**src/rtl/debounce_scan_ctrl.sv**
```systemverilog
// Multi-channel switch debouncer sharing one sample timebase, with a round-robin event arbiter.
// Define DB_SCAN_FALL_EVT_EN to post falling-edge events as well as rising ones.
module debounce_scan_ctrl #(
    parameter  int ClkRate     = 10_000_000,
    parameter  int Baud        = 10_000,
    parameter  int NumCh       = 4,
    parameter  int StableTicks = 4,
    localparam int TickDiv     = ClkRate / Baud,
    localparam int CntW        = $clog2(TickDiv),
    localparam int StabW       = $clog2(StableTicks),
    localparam int ChW         = (NumCh > 1) ? $clog2(NumCh) : 1
) (
    input  logic             clk_i,
    input  logic             rst_i,
    input  logic [NumCh-1:0] sw_i,
    output logic [NumCh-1:0] db_level_o,
    output logic             evt_valid_o,
    input  logic             evt_ready_i,
    output logic [ChW-1:0]   evt_ch_o,
    output logic             evt_rise_o,
    input  logic             ovf_clr_i,
    output logic             overflow_o,
    output logic             dbg_state_o
);

    // Handshake: an event transfers on a clock edge where evt_valid_o && evt_ready_i;
    // evt_valid_o is a pure function of registered state and never looks at evt_ready_i.
    typedef enum logic {S_IDLE = 1'b0, S_PRESENT = 1'b1} state_t;

    logic [CntW-1:0]             r_cnt;
    logic                        w_tick;
    logic [NumCh-1:0]            r_sync1, r_sync2, r_level, r_pend;
    logic [NumCh-1:0][StabW-1:0] r_stab;
    logic [NumCh-1:0]            w_accept, w_post, w_grant;
    logic [ChW:0]                w_pick;
    logic                        w_ovf_set;
    logic                        r_ovf;
    logic [ChW-1:0]              r_last, r_evt_ch;
    state_t                      r_state, w_state_nxt;

    assign w_tick = (r_cnt == CntW'(TickDiv - 1));

    always_ff @(posedge clk_i) begin
        if (rst_i)       r_cnt <= '0;
        else if (w_tick) r_cnt <= '0;
        else             r_cnt <= r_cnt + 1'b1;
    end

    // A change is accepted on the StableTicks-th consecutive differing sample.
    always_comb begin
        w_accept = '0;
        for (int c = 0; c < NumCh; c++)
            w_accept[c] = w_tick && (r_sync2[c] != r_level[c]) &&
                          (r_stab[c] == StabW'(StableTicks - 1));
    end

    always_ff @(posedge clk_i) begin
        if (rst_i) begin
            r_sync1 <= '0;
            r_sync2 <= '0;
            r_level <= '0;
            r_stab  <= '0;
        end else begin
            r_sync1 <= sw_i;
            r_sync2 <= r_sync1;
            if (w_tick) begin
                for (int c = 0; c < NumCh; c++) begin
                    if (r_sync2[c] == r_level[c]) begin
                        r_stab[c] <= '0;
                    end else if (w_accept[c]) begin
                        r_stab[c]  <= '0;
                        r_level[c] <= ~r_level[c];
                    end else begin
                        r_stab[c] <= r_stab[c] + 1'b1;
                    end
                end
            end
        end
    end

`ifdef DB_SCAN_FALL_EVT_EN
    assign w_post = w_accept;
`else
    assign w_post = w_accept & ~r_level;
`endif

    // Returns {found, index}: first pending channel after 'last', wrapping around.
    function automatic logic [ChW:0] f_pick(input logic [NumCh-1:0] pend,
                                            input logic [ChW-1:0] last);
        int             idx;
        logic [ChW-1:0] sel;
        f_pick = '0;
        for (int i = 1; i <= NumCh; i++) begin
            idx = int'(last) + i;
            if (idx >= NumCh) idx = idx - NumCh;
            sel = ChW'(idx);
            if (!f_pick[ChW] && pend[sel]) f_pick = {1'b1, sel};
        end
    endfunction

    always_comb begin
        w_pick      = f_pick(r_pend, r_last);
        w_state_nxt = r_state;
        w_grant     = '0;
        case (r_state)
            S_IDLE: begin
                if (w_pick[ChW]) begin
                    w_state_nxt              = S_PRESENT;
                    w_grant[w_pick[ChW-1:0]] = 1'b1;
                end
            end
            S_PRESENT: if (evt_ready_i) w_state_nxt = S_IDLE;
            default:   w_state_nxt = S_IDLE;
        endcase
    end

    // A post in the same cycle as a grant of that channel re-arms it without overflow.
    assign w_ovf_set = |(w_post & r_pend & ~w_grant);

    always_ff @(posedge clk_i) begin
        if (rst_i) begin
            r_state  <= S_IDLE;
            r_last   <= '0;
            r_evt_ch <= '0;
            r_pend   <= '0;
            r_ovf    <= 1'b0;
        end else begin
            r_state <= w_state_nxt;
            if (|w_grant) begin
                r_evt_ch <= w_pick[ChW-1:0];
                r_last   <= w_pick[ChW-1:0];
            end
            r_pend <= (r_pend & ~w_grant) | w_post;
            if (w_ovf_set)      r_ovf <= 1'b1;
            else if (ovf_clr_i) r_ovf <= 1'b0;
        end
    end

`ifdef DB_SCAN_FALL_EVT_EN
    logic [NumCh-1:0] r_pol;
    logic             r_evt_rise;

    always_ff @(posedge clk_i) begin
        if (rst_i) begin
            r_pol      <= '0;
            r_evt_rise <= 1'b0;
        end else begin
            r_pol <= (r_pol & ~w_post) | (w_post & ~r_level);
            if (|w_grant) r_evt_rise <= r_pol[w_pick[ChW-1:0]];
        end
    end

    assign evt_rise_o = r_evt_rise;
`else
    assign evt_rise_o = 1'b1;
`endif

    assign db_level_o  = r_level;
    assign evt_valid_o = (r_state == S_PRESENT);
    assign evt_ch_o    = r_evt_ch;
    assign overflow_o  = r_ovf;
    assign dbg_state_o = r_state;

endmodule

```
**config.mk**
```make
export PLATFORM = sky130hd
export DESIGN_NAME = debounce_scan_ctrl
export DESIGN_NICKNAME = d
export VERILOG_FILES = /design/src/rtl/debounce_scan_ctrl.sv
export SDC_FILE = /design/constraint.sdc
export NUM_CORES = 1
export LEC_CHECK = 0
export BUFFER_PORTS_ARGS = -buffer_cell sky130_fd_sc_hd__clkbuf_2
export CAP_MARGIN = 30
export CORE_MARGIN = 1
export CORE_UTILIZATION = 61
export DETAILED_ROUTE_END_ITERATION = 7
export GPL_TIMING_DRIVEN = 0
export PLACE_DENSITY = 0.82
export SYNTH_ARGS = -nofsm -noshare
export SYNTH_HDL_FRONTEND = slang
export SYNTH_SLANG_ARGS = --single-unit
```
**constraint.sdc**
```tcl
create_clock -name clk_i -period 4 [get_ports clk_i]
set_clock_uncertainty 0.2 [all_clocks]
set_input_delay 1.2 -clock clk_i [delete_from_list [all_inputs] [get_ports clk_i]]
set_output_delay 1.2 -clock clk_i [all_outputs]
set_load 0.05 [all_outputs]
```
==> results of run 1 <==
[worst paths after layout]
kind | endpoint | slack (ps)
worst max-delay path | evt_valid_o | 1420
worst min-delay path | r_sync2[2]$_SDFF_PP0_ | 250
worst max register to register | overflow_o$_SDFFE_PP0P_ | 1720
worst min register to register | r_sync2[2]$_SDFF_PP0_ | 250
[state kept, by name, indices dropped and copies added, names as in the netlist]
register,cells
r_cnt,10
r_stab,8
db_level_o,4
r_pend,4
r_sync1,4
r_sync2,4
evt_ch_o,2
dbg_state_o,1
overflow_o,1
[stage by stage]
| step | area [um^2] | utilization | setup WS (ps) | hold slack, ps |
|---|---|---|---|---|
| finish | 1880 | 0.731 | 1420 | 246 |
| CTS | 1880 | 0.731 | 1410 | 250 |
| floorplan | 1710 | - | 1620 | 214 |
| global placement | 1830 | 0.713 | 1750 | 221 |
| global route | 1880 | 0.731 | 1340 | 268 |
| detailed placement | 1830 | 0.713 | 1720 | 227 |
[per-layer routing]
layer | up-vias | global-route usage
met5 | - | 0
met4 | 0 | 0.0958
met3 | 6 | 0.0820
met2 | 24 | 0.452
met1 | 634 | 0.282
li1 | 674 | -
[power breakdown]
group          total (mW)  switching, mW  internal (mW)
clock               0.179          0.113         0.0663
sequential          0.389        0.00470          0.384
combinational      0.0264         0.0143         0.0121
total               0.595          0.132          0.463
[cell usage after synthesis, types with 2 or more instances]
| cell type | count | area [um^2] |
|---|---|---|
| dfxtp_1 | 38 | 761 |
| nor2_1 | 27 | 101 |
| nand2_1 | 17 | 63.8 |
| a21oi_1 | 15 | 75.1 |
| nand3_1 | 9 | 45.0 |
| xor2_1 | 9 | 78.8 |
| nor2b_1 | 8 | 50.1 |
| mux2i_1 | 6 | 60.1 |
| ha_1 | 5 | 62.6 |
| nand2b_1 | 5 | 31.3 |
| inv_1 | 4 | 15.0 |
| nor4b_1 | 3 | 26.3 |
| buf_2 | 2 | 10.0 |
| buf_4 | 2 | 15.0 |
| clkbuf_1 | 2 | 7.51 |
| nand2_2 | 2 | 12.5 |
| nor3_1 | 2 | 10.0 |
| nor3b_2 | 2 | 25.0 |
| or3_1 | 2 | 12.5 |
| xnor2_1 | 2 | 17.5 |
[final cells by class]
class,count,share of cell area
Timing Repair Buffer,16,0.0427
Inverter,4,0.00801
Sequential cell,38,0.406
Multi-Input combinational cell,136,0.469
Clock buffer,7,0.0240
Tap cell,30,0.0200
Buffer,8,0.0307
[cells in the final DEF, fill, tap and decap left out, types with 2 or more instances in the layout]
master / count
a21oi_1: 15
buf_2: 2
buf_4: 2
clkbuf_1: 4
clkbuf_2: 16
clkbuf_4: 5
dfxtp_1: 38
ha_1: 5
inv_1: 4
mux2i_1: 6
nand2_1: 17
nand2_2: 2
nand2b_1: 5
nand3_1: 9
nor2_1: 27
nor2b_1: 8
nor3_1: 2
nor3b_2: 2
nor4b_1: 3
or3_1: 2
xnor2_1: 2
xor2_1: 9
[cell families after synthesis]
kind of cell    share of synthesized area
compound gates                     0.0928
xor+xnor                           0.0562
fa+ha+maj                          0.0365
buf+inv                            0.0424
flops                               0.444
mux                                0.0351
other cells                       0.00219
simple gates                        0.291
==> results.tsv, run 1 <==
metric	value	unit
outcome	finished, final reports clean	
CTS Buffer Depth	2	
syn avg cell area	9.21	um^2
Clock Pin Slew Worst Setup and Hold Paths	100	ps
Syn. warnings	0	
Critical Path Source	dbg_state_o$_SDFF_PP0_	
initial antenna violation count	0	
CP bufs+invs	2	
synth unique cells	44	
top_reg_cell synth	dfxtp_1	
Startpoint Class	flip-flop	
Num CTS Buffers	5	
Final Power	0.595	mW
hold path startpoint	r_sync1[2]$_SDFF_PP0_	
Mapped Area	1710	um^2
Final Critical Period	2580	ps
drt wl/cell	13.9	um
type of the worst min-delay path	reg2reg	
Hold Vio Cnt, Final	0	
ant diodes	0	
Tcrit/Tclk final	0.645	
Critical Path RT	2600	ps
Ports	18	
MaxCap Viol Count	0	
Finished Layout Cells	239	
multi-input logic area	880	um^2
post-route ant nets	0	
Fmax	387	MHz
PostCTS Resize Cnt	0	
Post-synth EDFFs	0	
Via Count	1338	
slew margin rel.	0.575	
RSZ-0062 raised after global routing	no	
Crit Reg-Reg Startpoint	r_cnt[0]$_SDFF_PP0_	
Max Slew Vio Count	0	
htree depth	2	
WP depth	2	
register cell area after layout	761	um^2
HPWL Detailed	2.51	mm
DRC	0	
DR pass1 iterations	4	
Die Span Y	55.0	um
Rows	18	
first-pass GRT wire length	5.26	mm
CP endpoint kind	output pin	
Area Growth Syn to Fin	9.50	%
DP Cell Count	232	
CTS tree	yes	
worst path arrival time	1180	ps
peak supply drop	0.300	mV
# port buffers	16	
# clock sinks	38	
WL final	3.33	mm
Root Buffer	clkbuf_4	
Slowest cell on crit path	dfxtp_1	
worst setup path class	reg2out	
gr ovfl total	0	
GRT Total Usage	0.255	
Post-Syn Instances	186	
total negative slack	0	ps
Final nets	222	
met3 wire length	122	um
share of cells above drive strength 1	0.187	
die area	3020	um^2
final setup violation count	0	
Core ar.	2570	um^2
vias in the first global route	1253	
Clock Latency Late Sink	340	ps
DRT iter0 DRCs	19	
register bit total from synthesis	38	
fill count	206	
Post-CTS Setup Bufs	0	
largest net degree at the start of global routing	11	
top cell family by delay on the critical path	flip-flops	
crit-path max FO	6	
DRT met1 WL	1.50	mm
crit path cell chain	buf_4 -> clkbuf_2	
Worst-Margin Slew	632	ps
Post-synth ARST share	0	
max incr delay on CP	440	ps
Seq/Total Area, Yosys	0.444	
Die Span X	55.0	um
Initial Utilization	0.667	
hold_buf cts	0	
Top Layer Used	met4	
Post-Syn Nets	199	
pwr dens	317	nW/um^2
vias per cell	5.60	
leakage	0.830	nW
path depth of the worst reg2reg path	7	
met2 wire length	1.67	mm
Hold Path Stages	1	
gpl congestion	0.771	
Note: power is estimated with default switching activity, not from simulation.
==> run 2, diff against run 1 <==
--- a/config.mk
+++ b/config.mk
@@ -5,13 +5,14 @@
 export SDC_FILE = /design/constraint.sdc
 export NUM_CORES = 1
 export LEC_CHECK = 0
+export ABC_AREA = 1
 export BUFFER_PORTS_ARGS = -buffer_cell sky130_fd_sc_hd__clkbuf_2
 export CAP_MARGIN = 30
 export CORE_MARGIN = 1
-export CORE_UTILIZATION = 61
+export CORE_UTILIZATION = 58
 export DETAILED_ROUTE_END_ITERATION = 7
 export GPL_TIMING_DRIVEN = 0
-export PLACE_DENSITY = 0.82
+export PLACE_DENSITY = 0.78
 export SYNTH_ARGS = -nofsm -noshare
 export SYNTH_HDL_FRONTEND = slang
 export SYNTH_SLANG_ARGS = --single-unit
==> constraint.sdc (replaced) <==
create_clock -name clk_i -period 2.4 [get_ports clk_i]
set_clock_uncertainty 0.2 [all_clocks]
set_input_delay 0.72 -clock clk_i [delete_from_list [all_inputs] [get_ports clk_i]]
set_output_delay 0.72 -clock clk_i [all_outputs]
set_load 0.05 [all_outputs]
==> results.tsv, run 2 <==
metric	value	unit
Die Span Y	60.3	um
Post-synth ARST share	0	
Via Count	1631	
leakage	0.956	nW
commonest non-fill, non-tap cells in the layout	38 x dfxtp_1, 35 x nor2_1, 33 x nand2_1, 32 x inv_1	
outcome	finished, final reports clean	
Critical Path Source	r_cnt[0]$_SDFF_PP0_	
first-pass GRT wire length	5.77	mm
worst slack, placed	169	ps
PostCTS Resize Cnt	0	
Area Growth Syn to Fin	9.34	%
cell taking the most area after synthesis	dfxtp_1	
hold_buf cts	0	
Tcrit/Tclk final	0.876	
RSZ-0062 raised after global routing	no	
MaxCap Viol Count	0	
Core ar.	3130	um^2
type of the worst min-delay path	reg2reg	
die area	3630	um^2
post-synth top area share	0.386	
Hold Path Stages	2	
Root Buffer	clkbuf_4	
Clock Latency Late Sink	340	ps
top flop regs	r_cnt: 10 flops, r_stab: 8 flops	
setup ws final	297	ps
Area contributors post-synth	dfxtp_1 39%, nor2_1 6.7%, nand2_1 6.3%, inv_1 6.1%, nand2_4 5.1%	
Ports	18	
CTS Buffer Depth	2	
worst path arrival time	2140	ps
drt wl/cell	10.7	um
worst setup path class	reg2reg	
Fmax	476	MHz
Initial Utilization	0.630	
DRC	0	
register bit total from synthesis	38	
total negative slack	0	ps
Startpoint Class	flip-flop	
crit-path max FO	10	
most common cell after layout, fill and taps aside	dfxtp_1	
Slowest cell on crit path	dfxtp_1	
path depth of the worst reg2reg path	7	
vias per cell	5.10	
synth unique cells	31	
CP endpoint kind	flip-flop	
Crit Reg-Reg Startpoint	r_cnt[0]$_SDFF_PP0_	
multi-input logic area	1010	um^2
Hold Vio Cnt, Final	0	
pwr dens	499	nW/um^2
register cell area after layout	761	um^2
fill count	260	
Placed Area	2100	um^2
vias in the first global route	1419	
max incr delay on CP	390	ps
cell with the most instances after synthesis	dfxtp_1	
htree depth	2	
final setup violation count	0	
Max Slew Vio Count	0	
Num CTS Buffers	5	
DRT iter0 DRCs	83	
ant diodes	0	
gr ovfl total	0	
share of cells above drive strength 1	0.236	
hold path startpoint	r_sync1[3]$_SDFF_PP0_	
Top cell by count, worst path	nand2_1	
Hold EP	r_sync2[3]$_SDFF_PP0_	
gpl congestion	0.796	
post-route ant nets	0	
initial antenna violation count	0	
top_reg_cell synth	dfxtp_1	
crit path cell chain	ha_1 -> nand2_1 -> nor2_1 -> nand2_1 -> nand2_2 -> clkinv_1 -> a32o_1	
synth cell count leaders	38 x dfxtp_1, 35 x nor2_1, 33 x nand2_1	
Rows	20	
Post-CTS Setup Bufs	0	
Post-Syn Instances	253	
Clock Pin Slew Worst Setup and Hold Paths	110	ps
Syn. warnings	0	
Post-synth EDFFs	0	
Final nets	289	
Fin Hold WS	206	ps
Mapped Area	1970	um^2
Design Area, Final	2150	um^2
max reg flops	10	
# clock sinks	38	
Reg-to-Reg End	r_stab[5]$_SDFFE_PP0N_	
HPWL Detailed	2.62	mm
# port buffers	16	
syn avg cell area	7.78	um^2
Final Critical Period	2100	ps
WL final	3.41	mm
Seq/Total Area, Yosys	0.386	
GRT Total Usage	0.216	
Biggest register	r_cnt	
Post-Syn Nets	266	
Die Span X	60.3	um
DR pass1 iterations	4	
Critical Path RT	2440	ps
largest net degree at the start of global routing	12	
reg-to-reg setup timing slack	300	ps
peak supply drop	0.468	mV
CTS tree	yes	
## run 2: changes by cell type in the layout (fill, tap and decap cells not counted), sizes merged, moves of 3 or more
| cell | delta |
|---|---|
| a32o | +7 |
| inv | +33 |
| mux2i | -6 |
| nand2 | +36 |
| nand2b | -6 |
| nand3 | +11 |
| nand4 | +8 |
| nor2 | +11 |
| nor2b | -8 |
| nor3b | -3 |
| nor4b | -4 |
| xor2 | -4 |
## run 2: through the flow
stage               total power [mW]   util  cells
finish                          1.07  0.688    320
global route                    1.13  0.688    320
CTS                             1.09  0.688    320
detailed placement             0.783  0.673    313
global placement               0.781  0.673    313
floorplan                      0.758      -    253
## run 2: per-layer routing
| layer | wire (um) | global-route usage | part of all wire |
|---|---|---|---|
| met1 | 1570 | 0.255 | 0.46 |
| met2 | 1680 | 0.369 | 0.49 |
| met3 | 109 | 0.0649 | 0.032 |
| met4 | 44 | 0.0698 | 0.013 |
| met5 | 0 | 0 | 0 |
## run 2: critical path: cells and delay by family (launching register included)
family                     cells  cell delay (ps)
and+or+nand+nor                4              630
DFF                            1              390
AOI/OAI and AO/OA              1              300
buffers and inverters          1              280
adders and majority gates      1              200
## run 2: worst max-delay path by stage
stage                                    endpoint  cells after the start
after floorplan           overflow_o$_SDFFE_PP0P_                     16
after global placement     r_stab[6]$_SDFFE_PP0N_                      5
after detailed placement   r_stab[5]$_SDFFE_PP0N_                      5
after CTS                  r_stab[5]$_SDFFE_PP0N_                      7
after global routing       r_stab[1]$_SDFFE_PP0N_                      7
final                      r_stab[5]$_SDFFE_PP0N_                      7
## run 2: report_power, final
group / switching [mW] / leakage [nW] / total, mW / internal [mW]
Clock: 0.197 / 0.0243 / 0.306 / 0.109
Combinational: 0.0792 / 0.624 / 0.115 / 0.0361
Sequential: 0.00800 / 0.308 / 0.652 / 0.644
## run 2: layout make-up
type | count | share of cell area
Buffer | 6 | 0.0209
Clock buffer | 6 | 0.0192
Clock inverter | 1 | 0.00349
Inverter | 39 | 0.0715
Multi-Input combinational cell | 170 | 0.469
Sequential cell | 38 | 0.353
Tap cell | 44 | 0.0256
Timing Repair Buffer | 16 | 0.0372
## run 2: cells by family after synthesis
logic type,after synthesis,synth area share
fa+ha+maj,5,0.0318
buf+inv,45,0.101
other cells,1,0.00190
flops,38,0.386
xor+xnor,6,0.0267
compound gates,29,0.0947
simple gates,129,0.358
